<file path="src/rtl/usb_tx.sv">
// usb_tx: USB full/low-speed style serial transmitter.
// The transmitter sends a SYNC byte, then a stream of payload bytes LSB first.
// It uses NRZI coding and inserts a stuffed bit after six consecutive ones.
// Each packet ends with an EOP (SE0 for two bit times, then J for one bit time).
// Payload arrives through a one-byte holding register using a valid/ready handshake.
// An empty holding register at a byte boundary, before the last byte has been
// handed over, aborts the packet with an EOP and a tx_error pulse.

module usb_tx #(
   parameter int CLKS_PER_BIT = 8
) (
   input  logic       clk,
   input  logic       rst,
   input  logic       tx_start,
   input  logic [7:0] tx_data,
   input  logic       tx_valid,
   input  logic       tx_last,
   output logic       tx_ready,
   output logic       d_plus,
   output logic       d_minus,
   output logic       tx_busy,
   output logic       tx_done,
   output logic       tx_error
);

   localparam int CNT_W = (CLKS_PER_BIT > 1) ? $clog2(CLKS_PER_BIT) : 1;
   localparam logic [CNT_W-1:0] CNT_MAX  = CNT_W'(CLKS_PER_BIT - 1);
   localparam logic [CNT_W-1:0] CNT_ZERO = {CNT_W{1'b0}};
   localparam logic [CNT_W-1:0] CNT_ONE  = CNT_W'(1);

   // Line states as {d_plus, d_minus}
   localparam logic [1:0] LINE_J   = 2'b10;
   localparam logic [1:0] LINE_K   = 2'b01;
   localparam logic [1:0] LINE_SE0 = 2'b00;

   localparam logic [7:0] SYNC_BYTE = 8'h80;
   localparam logic [2:0] MAX_ONES  = 3'd6;

   typedef enum logic [2:0] {
      ST_IDLE    = 3'd0,
      ST_SYNC    = 3'd1,
      ST_DATA    = 3'd2,
      ST_EOP_SE0 = 3'd3,
      ST_EOP_J   = 3'd4
   } state_t;

   // NRZI: a zero toggles J<->K, a one keeps the current line state
   function automatic logic [1:0] nrzi_next(input logic [1:0] line, input logic bit_v);
      logic [1:0] res;
      if (bit_v) begin
         res = line;
      end else begin
         res = (line == LINE_J) ? LINE_K : LINE_J;
      end
      return res;
   endfunction

   state_t           state_q,     state_d;
   logic [CNT_W-1:0] cnt_q,       cnt_d;
   logic [2:0]       bit_idx_q,   bit_idx_d;
   logic [2:0]       ones_q,      ones_d;
   logic [7:0]       shift_q,     shift_d;
   logic [7:0]       hold_q,      hold_d;
   logic             hold_full_q, hold_full_d;
   logic             last_xfer_q, last_xfer_d;
   logic             err_q,       err_d;
   logic             eop_cnt_q,   eop_cnt_d;
   logic [1:0]       line_q,      line_d;
   logic             ready_q,     ready_d;
   logic             busy_q,      busy_d;
   logic             done_q,      done_d;
   logic             error_q,     error_d;

   logic             wrap_s;
   logic             xfer_s;
   logic             send_s;
   logic             send_bit_s;

   assign wrap_s = (cnt_q == CNT_MAX);
   assign xfer_s = tx_valid & ready_q;

   // Next-state logic: bit timing, NRZI/stuffing, byte hand-off and EOP sequencing
   always_comb begin
      state_d     = state_q;
      cnt_d       = cnt_q;
      bit_idx_d   = bit_idx_q;
      ones_d      = ones_q;
      shift_d     = shift_q;
      hold_d      = hold_q;
      hold_full_d = hold_full_q;
      last_xfer_d = last_xfer_q;
      err_d       = err_q;
      eop_cnt_d   = eop_cnt_q;
      line_d      = line_q;
      done_d      = 1'b0;
      error_d     = 1'b0;
      send_s      = 1'b0;
      send_bit_s  = 1'b0;

      // Byte handshake into the holding register
      if (xfer_s) begin
         hold_d      = tx_data;
         hold_full_d = 1'b1;
         last_xfer_d = last_xfer_q | tx_last;
      end else begin
         hold_d      = hold_q;
         hold_full_d = hold_full_q;
         last_xfer_d = last_xfer_q;
      end

      // Bit-period counter: parked at zero in IDLE, wraps every bit time
      if ((state_q == ST_IDLE) || wrap_s) begin
         cnt_d = CNT_ZERO;
      end else begin
         cnt_d = cnt_q + CNT_ONE;
      end

      case (state_q)
         ST_IDLE: begin
            line_d = LINE_J;
            if (tx_start) begin
               state_d     = ST_SYNC;
               shift_d     = SYNC_BYTE;
               bit_idx_d   = 3'd0;
               ones_d      = 3'd0;
               hold_full_d = 1'b0;
               last_xfer_d = 1'b0;
               err_d       = 1'b0;
               eop_cnt_d   = 1'b0;
               send_s      = 1'b1;
               send_bit_s  = SYNC_BYTE[0];
            end else begin
               state_d = ST_IDLE;
            end
         end

         ST_SYNC, ST_DATA: begin
            if (wrap_s) begin
               if (ones_q == MAX_ONES) begin
                  // Stuffed zero: toggle the line, keep the bit index
                  line_d = nrzi_next(line_q, 1'b0);
                  ones_d = 3'd0;
               end else if (bit_idx_q == 3'd7) begin
                  // Byte boundary
                  if (hold_full_q) begin
                     state_d     = ST_DATA;
                     shift_d     = hold_q;
                     hold_full_d = 1'b0;
                     bit_idx_d   = 3'd0;
                     send_s      = 1'b1;
                     send_bit_s  = hold_q[0];
                  end else if (xfer_s) begin
                     // Byte handed over exactly at the boundary: pass straight through
                     state_d     = ST_DATA;
                     shift_d     = tx_data;
                     hold_full_d = 1'b0;
                     bit_idx_d   = 3'd0;
                     send_s      = 1'b1;
                     send_bit_s  = tx_data[0];
                  end else if (last_xfer_q) begin
                     state_d   = ST_EOP_SE0;
                     line_d    = LINE_SE0;
                     eop_cnt_d = 1'b0;
                     ones_d    = 3'd0;
                  end else begin
                     // Underrun: abort with EOP, flag the error for the end
                     state_d   = ST_EOP_SE0;
                     line_d    = LINE_SE0;
                     eop_cnt_d = 1'b0;
                     ones_d    = 3'd0;
                     err_d     = 1'b1;
                  end
               end else begin
                  bit_idx_d  = bit_idx_q + 3'd1;
                  send_s     = 1'b1;
                  send_bit_s = shift_q[bit_idx_q + 3'd1];
               end
            end else begin
               state_d = state_q;
            end
         end

         ST_EOP_SE0: begin
            line_d = LINE_SE0;
            if (wrap_s) begin
               if (eop_cnt_q) begin
                  state_d   = ST_EOP_J;
                  line_d    = LINE_J;
                  eop_cnt_d = 1'b0;
               end else begin
                  eop_cnt_d = 1'b1;
               end
            end else begin
               eop_cnt_d = eop_cnt_q;
            end
         end

         ST_EOP_J: begin
            line_d = LINE_J;
            if (wrap_s) begin
               // tx_start is not looked at here; a new packet needs a start in IDLE
               state_d     = ST_IDLE;
               hold_full_d = 1'b0;
               last_xfer_d = 1'b0;
               bit_idx_d   = 3'd0;
               ones_d      = 3'd0;
               err_d       = 1'b0;
               if (err_q) begin
                  error_d = 1'b1;
               end else begin
                  done_d = 1'b1;
               end
            end else begin
               state_d = ST_EOP_J;
            end
         end

         default: begin
            state_d     = ST_IDLE;
            line_d      = LINE_J;
            hold_full_d = 1'b0;
            last_xfer_d = 1'b0;
            err_d       = 1'b0;
         end
      endcase

      // Apply one real data/sync bit and maintain the consecutive-ones count
      if (send_s) begin
         line_d = nrzi_next(line_q, send_bit_s);
         if (send_bit_s) begin
            ones_d = ones_q + 3'd1;
         end else begin
            ones_d = 3'd0;
         end
      end else begin
         send_bit_s = 1'b0;
      end

      ready_d = ~hold_full_d & ~last_xfer_d &
                ((state_d == ST_SYNC) | (state_d == ST_DATA));
      busy_d  = (state_d != ST_IDLE);
   end

   // State and output registers with synchronous reset
   always_ff @(posedge clk) begin
      if (rst) begin
         state_q     <= ST_IDLE;
         cnt_q       <= CNT_ZERO;
         bit_idx_q   <= 3'd0;
         ones_q      <= 3'd0;
         shift_q     <= 8'h00;
         hold_q      <= 8'h00;
         hold_full_q <= 1'b0;
         last_xfer_q <= 1'b0;
         err_q       <= 1'b0;
         eop_cnt_q   <= 1'b0;
         line_q      <= LINE_J;
         ready_q     <= 1'b0;
         busy_q      <= 1'b0;
         done_q      <= 1'b0;
         error_q     <= 1'b0;
      end else begin
         state_q     <= state_d;
         cnt_q       <= cnt_d;
         bit_idx_q   <= bit_idx_d;
         ones_q      <= ones_d;
         shift_q     <= shift_d;
         hold_q      <= hold_d;
         hold_full_q <= hold_full_d;
         last_xfer_q <= last_xfer_d;
         err_q       <= err_d;
         eop_cnt_q   <= eop_cnt_d;
         line_q      <= line_d;
         ready_q     <= ready_d;
         busy_q      <= busy_d;
         done_q      <= done_d;
         error_q     <= error_d;
      end
   end

   assign d_plus   = line_q[1];
   assign d_minus  = line_q[0];
   assign tx_ready = ready_q;
   assign tx_busy  = busy_q;
   assign tx_done  = done_q;
   assign tx_error = error_q;

endmodule

</file>
<file path="config.mk">
export PLATFORM = sky130hd
export DESIGN_NAME = usb_tx
export DESIGN_NICKNAME = d
export VERILOG_FILES = /design/src/rtl/usb_tx.sv
export SDC_FILE = /design/constraint.sdc
export NUM_CORES = 1
export LEC_CHECK = 0
export CAP_MARGIN = 20
export CELL_PAD_IN_SITES_DETAIL_PLACEMENT = 1
export CELL_PAD_IN_SITES_GLOBAL_PLACEMENT = 1
export CORE_MARGIN = 2
export CORE_UTILIZATION = 46
export CTS_CLUSTER_SIZE = 8
export DETAILED_ROUTE_END_ITERATION = 12
export HOLD_SLACK_MARGIN = 0.15
export PLACE_DENSITY_LB_ADDON = 0.2
export SLEW_MARGIN = 25
export SYNTH_ARGS = -nofsm -noshare
export SYNTH_HDL_FRONTEND = slang
export SYNTH_SLANG_ARGS = --single-unit
export TNS_END_PERCENT = 1
</file>
<file path="constraint.sdc">
create_clock -name clk -period 4.8 [get_ports clk]
set_input_delay 0.96 -clock clk [delete_from_list [all_inputs] [get_ports clk]]
set_output_delay 0.96 -clock clk [all_outputs]
set_load 0.05 [all_outputs]
</file>
==> results of run 1 <==
[sequential cells by signal (all words and copies together) (netlist names), 2 cells and up]
signal and count:
state_q 3, shift_q 8, cnt_q 3, ones_q 3, line_q 2, bit_idx_q 3
hold_q 8
[final cells by class]
cell class                      instances  area, µm²
Tap cell                               52       65.1
Clock buffer                            6       82.6
Multi-Input combinational cell        188       1250
Inverter                                4       15.0
Fill cell                             514       2010
Timing Repair Buffer                   19        188
Sequential cell                        38        761
Clock inverter                          2       12.5
[cell usage after synthesis, types with 2 or more instances]
cell type / instances / share of area
sky130_fd_sc_hd__a2111oi_2: 2 / 0.014
sky130_fd_sc_hd__a21oi_1: 16 / 0.038
sky130_fd_sc_hd__a31oi_1: 4 / 0.012
sky130_fd_sc_hd__and2_1: 5 / 0.015
sky130_fd_sc_hd__and3_1: 2 / 0.0059
sky130_fd_sc_hd__buf_1: 2 / 0.0036
sky130_fd_sc_hd__buf_2: 3 / 0.0071
sky130_fd_sc_hd__buf_6: 2 / 0.011
sky130_fd_sc_hd__clkbuf_1: 8 / 0.014
sky130_fd_sc_hd__dfxtp_1: 38 / 0.36
sky130_fd_sc_hd__ha_1: 7 / 0.042
sky130_fd_sc_hd__inv_1: 3 / 0.0053
sky130_fd_sc_hd__mux2_2: 8 / 0.043
sky130_fd_sc_hd__mux2i_1: 15 / 0.071
sky130_fd_sc_hd__nand2_1: 38 / 0.068
sky130_fd_sc_hd__nand2b_1: 2 / 0.0059
sky130_fd_sc_hd__nand3_1: 4 / 0.0095
sky130_fd_sc_hd__nand3b_1: 4 / 0.014
sky130_fd_sc_hd__nor2_1: 19 / 0.034
sky130_fd_sc_hd__nor2b_1: 5 / 0.015
sky130_fd_sc_hd__nor3_1: 11 / 0.026
sky130_fd_sc_hd__nor4_1: 3 / 0.0089
sky130_fd_sc_hd__nor4b_1: 2 / 0.0083
sky130_fd_sc_hd__o21ai_0: 5 / 0.012
sky130_fd_sc_hd__or3_1: 3 / 0.0089
sky130_fd_sc_hd__xnor2_1: 2 / 0.0083
[final timing paths]
kind / end / slack, ps / from / cells past startpoint
min reg2reg: cnt_q[0] / 440 / cnt_q[0] / 1
min: cnt_q[0] / 440 / cnt_q[0] / 1
max reg2reg: bit_idx_q[2] / 2210 / cnt_q[0] / 7
max: bit_idx_q[2] / 2170 / tx_valid / 6
[layer usage]
metal	track usage	up-vias
met5	0	-
met4	0.0671	0
met3	0.0422	4
met2	0.350	35
met1	0.317	848
li1	-	897
[worst max-delay path: stages]
cell and delay (ps):
sky130_fd_sc_hd__clkdlybuf4s50_1 530, sky130_fd_sc_hd__a21oi_2 150, sky130_fd_sc_hd__a2111oi_2 400, sky130_fd_sc_hd__nor3_1 170, sky130_fd_sc_hd__or4b_1 490, sky130_fd_sc_hd__a21oi_1 150
[where the power goes]
part	internal (mW)	switching, mW	leakage [nW]	total (mW)
Clock	0.115	0.115	0.0472	0.231
Sequential	0.326	0.0111	0.309	0.337
Combinational	0.0434	0.0540	0.511	0.0974
[metrics by stage]
step / hold slack, ps / instances / cell area [µm²] / util / worst slack [ps]
6_report: 436 / 309 / 2370 / 0.542 / 2170
5_1_grt: 461 / 309 / 2370 / 0.542 / 1980
4_1_cts: 446 / 309 / 2370 / 0.542 / 2140
3_5_place_dp: 435 / 301 / 2280 / 0.520 / 1850
3_3_place_gp: 432 / 301 / 2280 / 0.520 / 1940
2_1_floorplan: 407 / 246 / 2110 / - / 2580
[logic make-up (layout without fill, tap and decap cells)]
kind of cell               count (synthesis)  in the layout  synth area share
AOI/OAI and AO/OA                         45             45             0.150
xor gates and xnor gates                   4              4            0.0202
adders and majority gates                  8              8            0.0463
buffers and inverters                     20             31            0.0463
DFF                                       38             38             0.361
muxes                                     23             23             0.114
and+or+nand+nor                          108            108             0.263
==> results, run 1 <==
- The clock period minus worst slack is 2630 ps.
- The final number of hold-violating endpoints is 0.
- The initial utilization of the core area, before any placement, comes to 0.481.
- For the final routed database, the setup TNS stands at 0 ps.
- The startpoint-to-endpoint class of the critical path is primary input to flip-flop.
- Detailed routing placed a total of 284 µm of wire on met3.
- Across all layers, the routed design uses 1784 vias.
- The relative max-transition margin is 0.526.
- The maximum clock frequency is 0.380 GHz.
- The count of antenna diodes in the layout is 0.
- Yosys mapped a number of flops with a built-in enable equal to 0.
- The post-synthesis net count is 266.
- In this run the remaining antenna-violating nets after routing total 0.
- The endpoint arrival time on the critical path is 2850 ps.
- The first-pass GRT wire length is 9060 µm.
- In the synthesized netlist, the number of instances is 246.
- The number of max-cap violations is 0.
- The maximum number of pins on one net before global-route repair is 27.
- The run finished with clean final reports.
- The number of setup buffers added after CTS is 0.
- Port buffering added 18 buffers.
- For this run the aggregate overflow at the end of global routing stands at 0.
- In this run, the number of DRC markers left after iteration 0 of detailed routing was 83.
- In this run the standard cell core region covers 4380 µm².
- The class of the most critical hold timing path is flip-flop to flip-flop.
- The CTS tree is built.
- Clock-pin slew was measured on the worst setup and hold paths at 80 ps.
- The layout-stage area growth over the synthesis result is 12.6%.
- The global-route usage over all layers is 0.225.
- Of all nets on the critical path, the largest fanout is 8.
- The post-synthesis instance area is 2110 µm².
- The endpoint type of the worst setup path is a flip-flop.
- The cell leakage power is 0.867 nW.
- For this run, the post-layout net count is 276.
- The clock reaches the later pin of the worst-skew pair after 290 ps.
- After detailed routing, the number of vias per cell comes to 5.77.
- In the final layout, the share of cells above drive strength 1 is 0.109.
- The die is 71.7 µm wide.
- Signal routing reaches up to met4.
- Yosys mapped the design onto 59 distinct sky130hd cell types.
- The nature of the critical path startpoint is a primary input.
- The clock sink count is 38.
- Across the VDD grid, the largest voltage drop is 0.147 mV.
- In the layout the commonest cells are sky130_fd_sc_hd__nand2_1, sky130_fd_sc_hd__dfxtp_1, sky130_fd_sc_hd__nor2_1, sky130_fd_sc_hd__clkdlybuf4s50_1, sky130_fd_sc_hd__a21oi_1.
- Buffers inserted during clock tree synthesis total 5.
- The mean cell area of the mapped netlist is 8.58 µm².
- The root buffer cell is sky130_fd_sc_hd__clkbuf_8.
- The count of pins over their slew limit came to 0.
- Setup repair after global routing left no endpoint under its margin.
- The portion of the clock cycle consumed by the worst path in the final layout is 0.548.
- The number of gates given a new drive strength after cts is 0.
- The H-tree generated during clock tree synthesis spans 2 levels.
- The first-pass iteration count of the detailed router is 4.
- Routability-driven placement finished with a final weighted congestion of 0.799.
- STA puts the critical path data required time at 5020 ps.
- The fraction of the yosys area taken by sequential cells is 0.361.
- The power per unit of standard cell area is 280 nW/µm².
- The top-level I/O count is 19.
- The overall power of the completed layout is 665 µW.
- The final clock skew is 7.81 ps.
- The pin slew with the least headroom to its limit is 710 ps.
- After synthesis, the share of flip-flops with an asynchronous set or reset is 0.
- After synthesis the netlist holds a flip-flop and latch count of 38.
- Wire segments on met2 add up to 2370 µm in the final route.
- The number of buffers on the longest clock path is 2.
- For this block, the routed nets add up to 5240 µm of wire.
- The row count is 24.
- The via count of the first global-routing pass is 1814.
- The die is 71.7 µm tall.
- The detailed router put a total of 2540 µm of wire on met1.
- The die area is 5140 µm².
- After detailed routing, the number of remaining DRC violations is 0.
- The total number of yosys warnings is 0.
- Dividing the detail-routed wire length by the instance count gives 17.0 µm.
- Among all flip-flop cells after synthesis, the most frequent one is sky130_fd_sc_hd__dfxtp_1.
- The number of antenna violations at the first check in global routing is 0.
- The count of hold-fix buffers inserted at cts is 0.
- Setup violations remaining at the end of the flow were counted as 0.
- The HPWL after detailed placement is 3750 µm.
Power figures use the tool's default switching activity.
==> run 2, diff against run 1 <==
CORE_UTILIZATION = 43   (was 46)
clock period = 2.6 ns   (was 4.8 ns; I/O delays follow)
==> results, run 2 (synthesized netlist as in run 1, its figures left out) <==
- The met2 wire length was 2490 µm (+5.1%).
- The tightest hold margin is 455 ps (+19.1 ps).
- The maximum clock frequency is 0.453 GHz.
- The die area is 5480 µm² (+6.6%).
- The run finished with clean final reports.
- The first-pass iteration count of the detailed router is 4 (unchanged).
- In this run the worst setup path terminates at line_q[1].
- The launching instance or port of the critical path is state_q[0].
- The portion of the clock cycle consumed by the worst path in the final layout is 0.849.
- The width of the chip is 74.0 µm (+3.2%).
- The number of antenna violations at the first check in global routing came to 0 (unchanged).
- The via count of the first global-routing pass is 1856 (+2.3%).
- The endpoint arrival time on the critical path is 2430 ps (-420 ps).
- The capture instance of the worst register-to-register path is line_q[1].
- The HPWL after detailed placement is 4000 µm (+6.5%).
- The share of final-layout standard cells stronger than drive strength 1 is 0.133 (+0.0236).
- The relative max-transition margin came to 0.526 (+0.000689).
- In this run the critical register-to-register path is launched from state_q[0].
- The port buffer count was 18 (unchanged).
- The total number of vias is 1832 (+2.7%).
- The routability congestion estimate is 0.817 (+2.2%).
- The final wirelength came to 5350 µm (+2.0%).
- The initial cell density of the core is 0.447 (-0.0345).
- The remaining global-route overflow is 0 (unchanged).
- The number of routed nets with antenna violations is 0 (unchanged).
- The layout-stage area growth over the synthesis result is 16.0%.
- The maximum number of pins on one net before global-route repair is 20 (-26%).
- The number of setup buffers added after CTS was 0 (unchanged).
- The final number of hold-violating endpoints is 0 (unchanged).
- The wire length per cell after detailed routing is 16.2 µm (-4.7%).
- The worst reg2reg path depth came to 5 (-2).
- The number of H-tree levels is 2 (unchanged).
- The detail-routed via count per cell is 5.53 (-4.1%).
- The clock sink count is 38 (unchanged).
- The largest registers in the layout are hold_q (8), shift_q (8).
- The required arrival time at the worst endpoint came to 2830 ps (-2190 ps).
- The count of pins over their slew limit is 0 (unchanged).
- The violation count after the first detailed-routing iteration came to 91 (+9.6%).
- The remaining design rule violation count was 0 (unchanged).
- The count of antenna diodes in the layout is 0 (unchanged).
- The overall power of the completed layout is 1.25 mW (+87%).
- The met1 wire length is 2660 µm (+4.8%).
- The register clock-pin slew on the reported worst setup and hold paths is 80 ps (about the same).
- The worst path needs 2210 ps of the cycle, external delays included.
- The first-pass GRT wire length was 8900 µm (-1.7%).
- The highest metal layer with signal wires is met4.
- The cell area after placement is 2350 µm² (+3.1%).
- The count of hold-fix buffers inserted at cts is 0 (unchanged).
- The cell leakage power was 0.903 nW (+4.2%).
- The setup violation total in the final timing report is 0 (unchanged).
- The count of nets after finishing was 283 (+2.5%).
- The number of gates given a new drive strength after cts is 0 (unchanged).
- The startpoint-to-endpoint class of the critical path is flip-flop to flip-flop.
- The routed length on met3 is 151 µm (-47%).
- The register-to-register path setup slack is 390 ps (-1820 ps).
- The clock latency at the later pin of the worst-skew pair came to 290 ps (about the same).
- The power per unit of standard cell area is 509 nW/µm² (+82%).
- The number of buffers on the longest clock path is 2 (unchanged).
- The row count is 25 (+4.2%).
- The class of the most critical hold timing path is flip-flop to flip-flop.
- The setup TNS is 0 ps (unchanged).
- The top-level I/O count is 19 (unchanged).
- The die boundary height came to 74.0 µm (+3.2%).
- The endpoint type of the worst setup path is a flip-flop.
- CTS placed an instance of sky130_fd_sc_hd__clkbuf_8 at the clock tree root.
- The pin slew with the least headroom to its limit was 709 ps (-1.03 ps).
- STA classifies the critical path startpoint as a flip-flop.
- The top cell types in the final layout, fill and taps aside, are sky130_fd_sc_hd__nand2_1, sky130_fd_sc_hd__dfxtp_1, sky130_fd_sc_hd__nor2_1, sky130_fd_sc_hd__clkdlybuf4s50_1, sky130_fd_sc_hd__a21oi_1.
- The total clock buffers created by CTS was 5 (unchanged).
- The standard cell core area came to 4720 µm² (+7.7%).
- The post-route cell area is 2450 µm² (+3.0%).
- TritonCTS built the clock tree.
- Setup repair after global routing left no endpoint under its margin.
- The peak ir drop on the vdd network is 0.213 mV (+45%).
- The largest fanout on the critical path is 19 (+11).
- The number of max-cap violations is 0 (unchanged).
- The final cell utilization of the core is 0.518 (-0.0238).
- The global-route usage over all layers is 0.210 (-0.0150).
- The final clock skew is 2.80 ps (-5.01 ps).
==> run 2: cell types whose count changed in the layout (fill, tap and decap cells not counted) <==
cell | before | now
sky130_fd_sc_hd__buf_4 | 1 | 8
==> run 2: worst min-delay path by stage <==
| stage | from | endpoint | slack, ps | cells after the start |
|---|---|---|---|---|
| after detailed placement | err_q | tx_done | 440 | 1 |
| after CTS | err_q | tx_done | 460 | 1 |
| after global routing | shift_q[4] | shift_q[4] | 480 | 2 |
| final | cnt_q[0] | cnt_q[0] | 460 | 1 |
| after floorplan | cnt_q[0] | cnt_q[0] | 410 | 1 |
| after global placement | cnt_q[0] | cnt_q[0] | 430 | 1 |
==> run 2: layout make-up <==
| class | count | area, µm² |
|---|---|---|
| well taps | 67 | 83.8 |
| repair buffers | 26 | 240 |
| multi-input cells | 188 | 1250 |
| flip-flops and latches | 38 | 761 |
| clock buffers | 6 | 82.6 |
| inverters | 4 | 15.0 |
| fillers | 577 | 2280 |
| clock inverters | 2 | 12.5 |
==> run 2: worst max-delay path, cell delays in order, from the launching register on <==
cell and delay [ps]:
sky130_fd_sc_hd__dfxtp_1 780, sky130_fd_sc_hd__xnor2_2 260, sky130_fd_sc_hd__nor4_1 410, sky130_fd_sc_hd__and4_1 330, sky130_fd_sc_hd__or3_1 170, sky130_fd_sc_hd__mux2i_1 170
==> run 2: power breakdown <==
group          internal [mW]  switching [mW]
clock network          0.213           0.224
registers              0.601          0.0197
logic                 0.0836           0.103
total                  0.898           0.347
==> run 2: metal layers <==
metal / GRT usage / up-vias
met1: 0.286 / 897
met5: 0 / -
met4: 0.0465 / 0
met3: 0.0434 / 5
li1: - / 905
met2: 0.343 / 25
==> run 2: stage by stage <==
| step | cells | worst slack (ps) |
|---|---|---|
| 4_1_cts | 331 | 414 |
| 3_5_place_dp | 323 | 125 |
| 6_report | 331 | 393 |
| 2_1_floorplan | 246 | 568 |
| 3_3_place_gp | 323 | 231 |
| 5_1_grt | 331 | 205 |
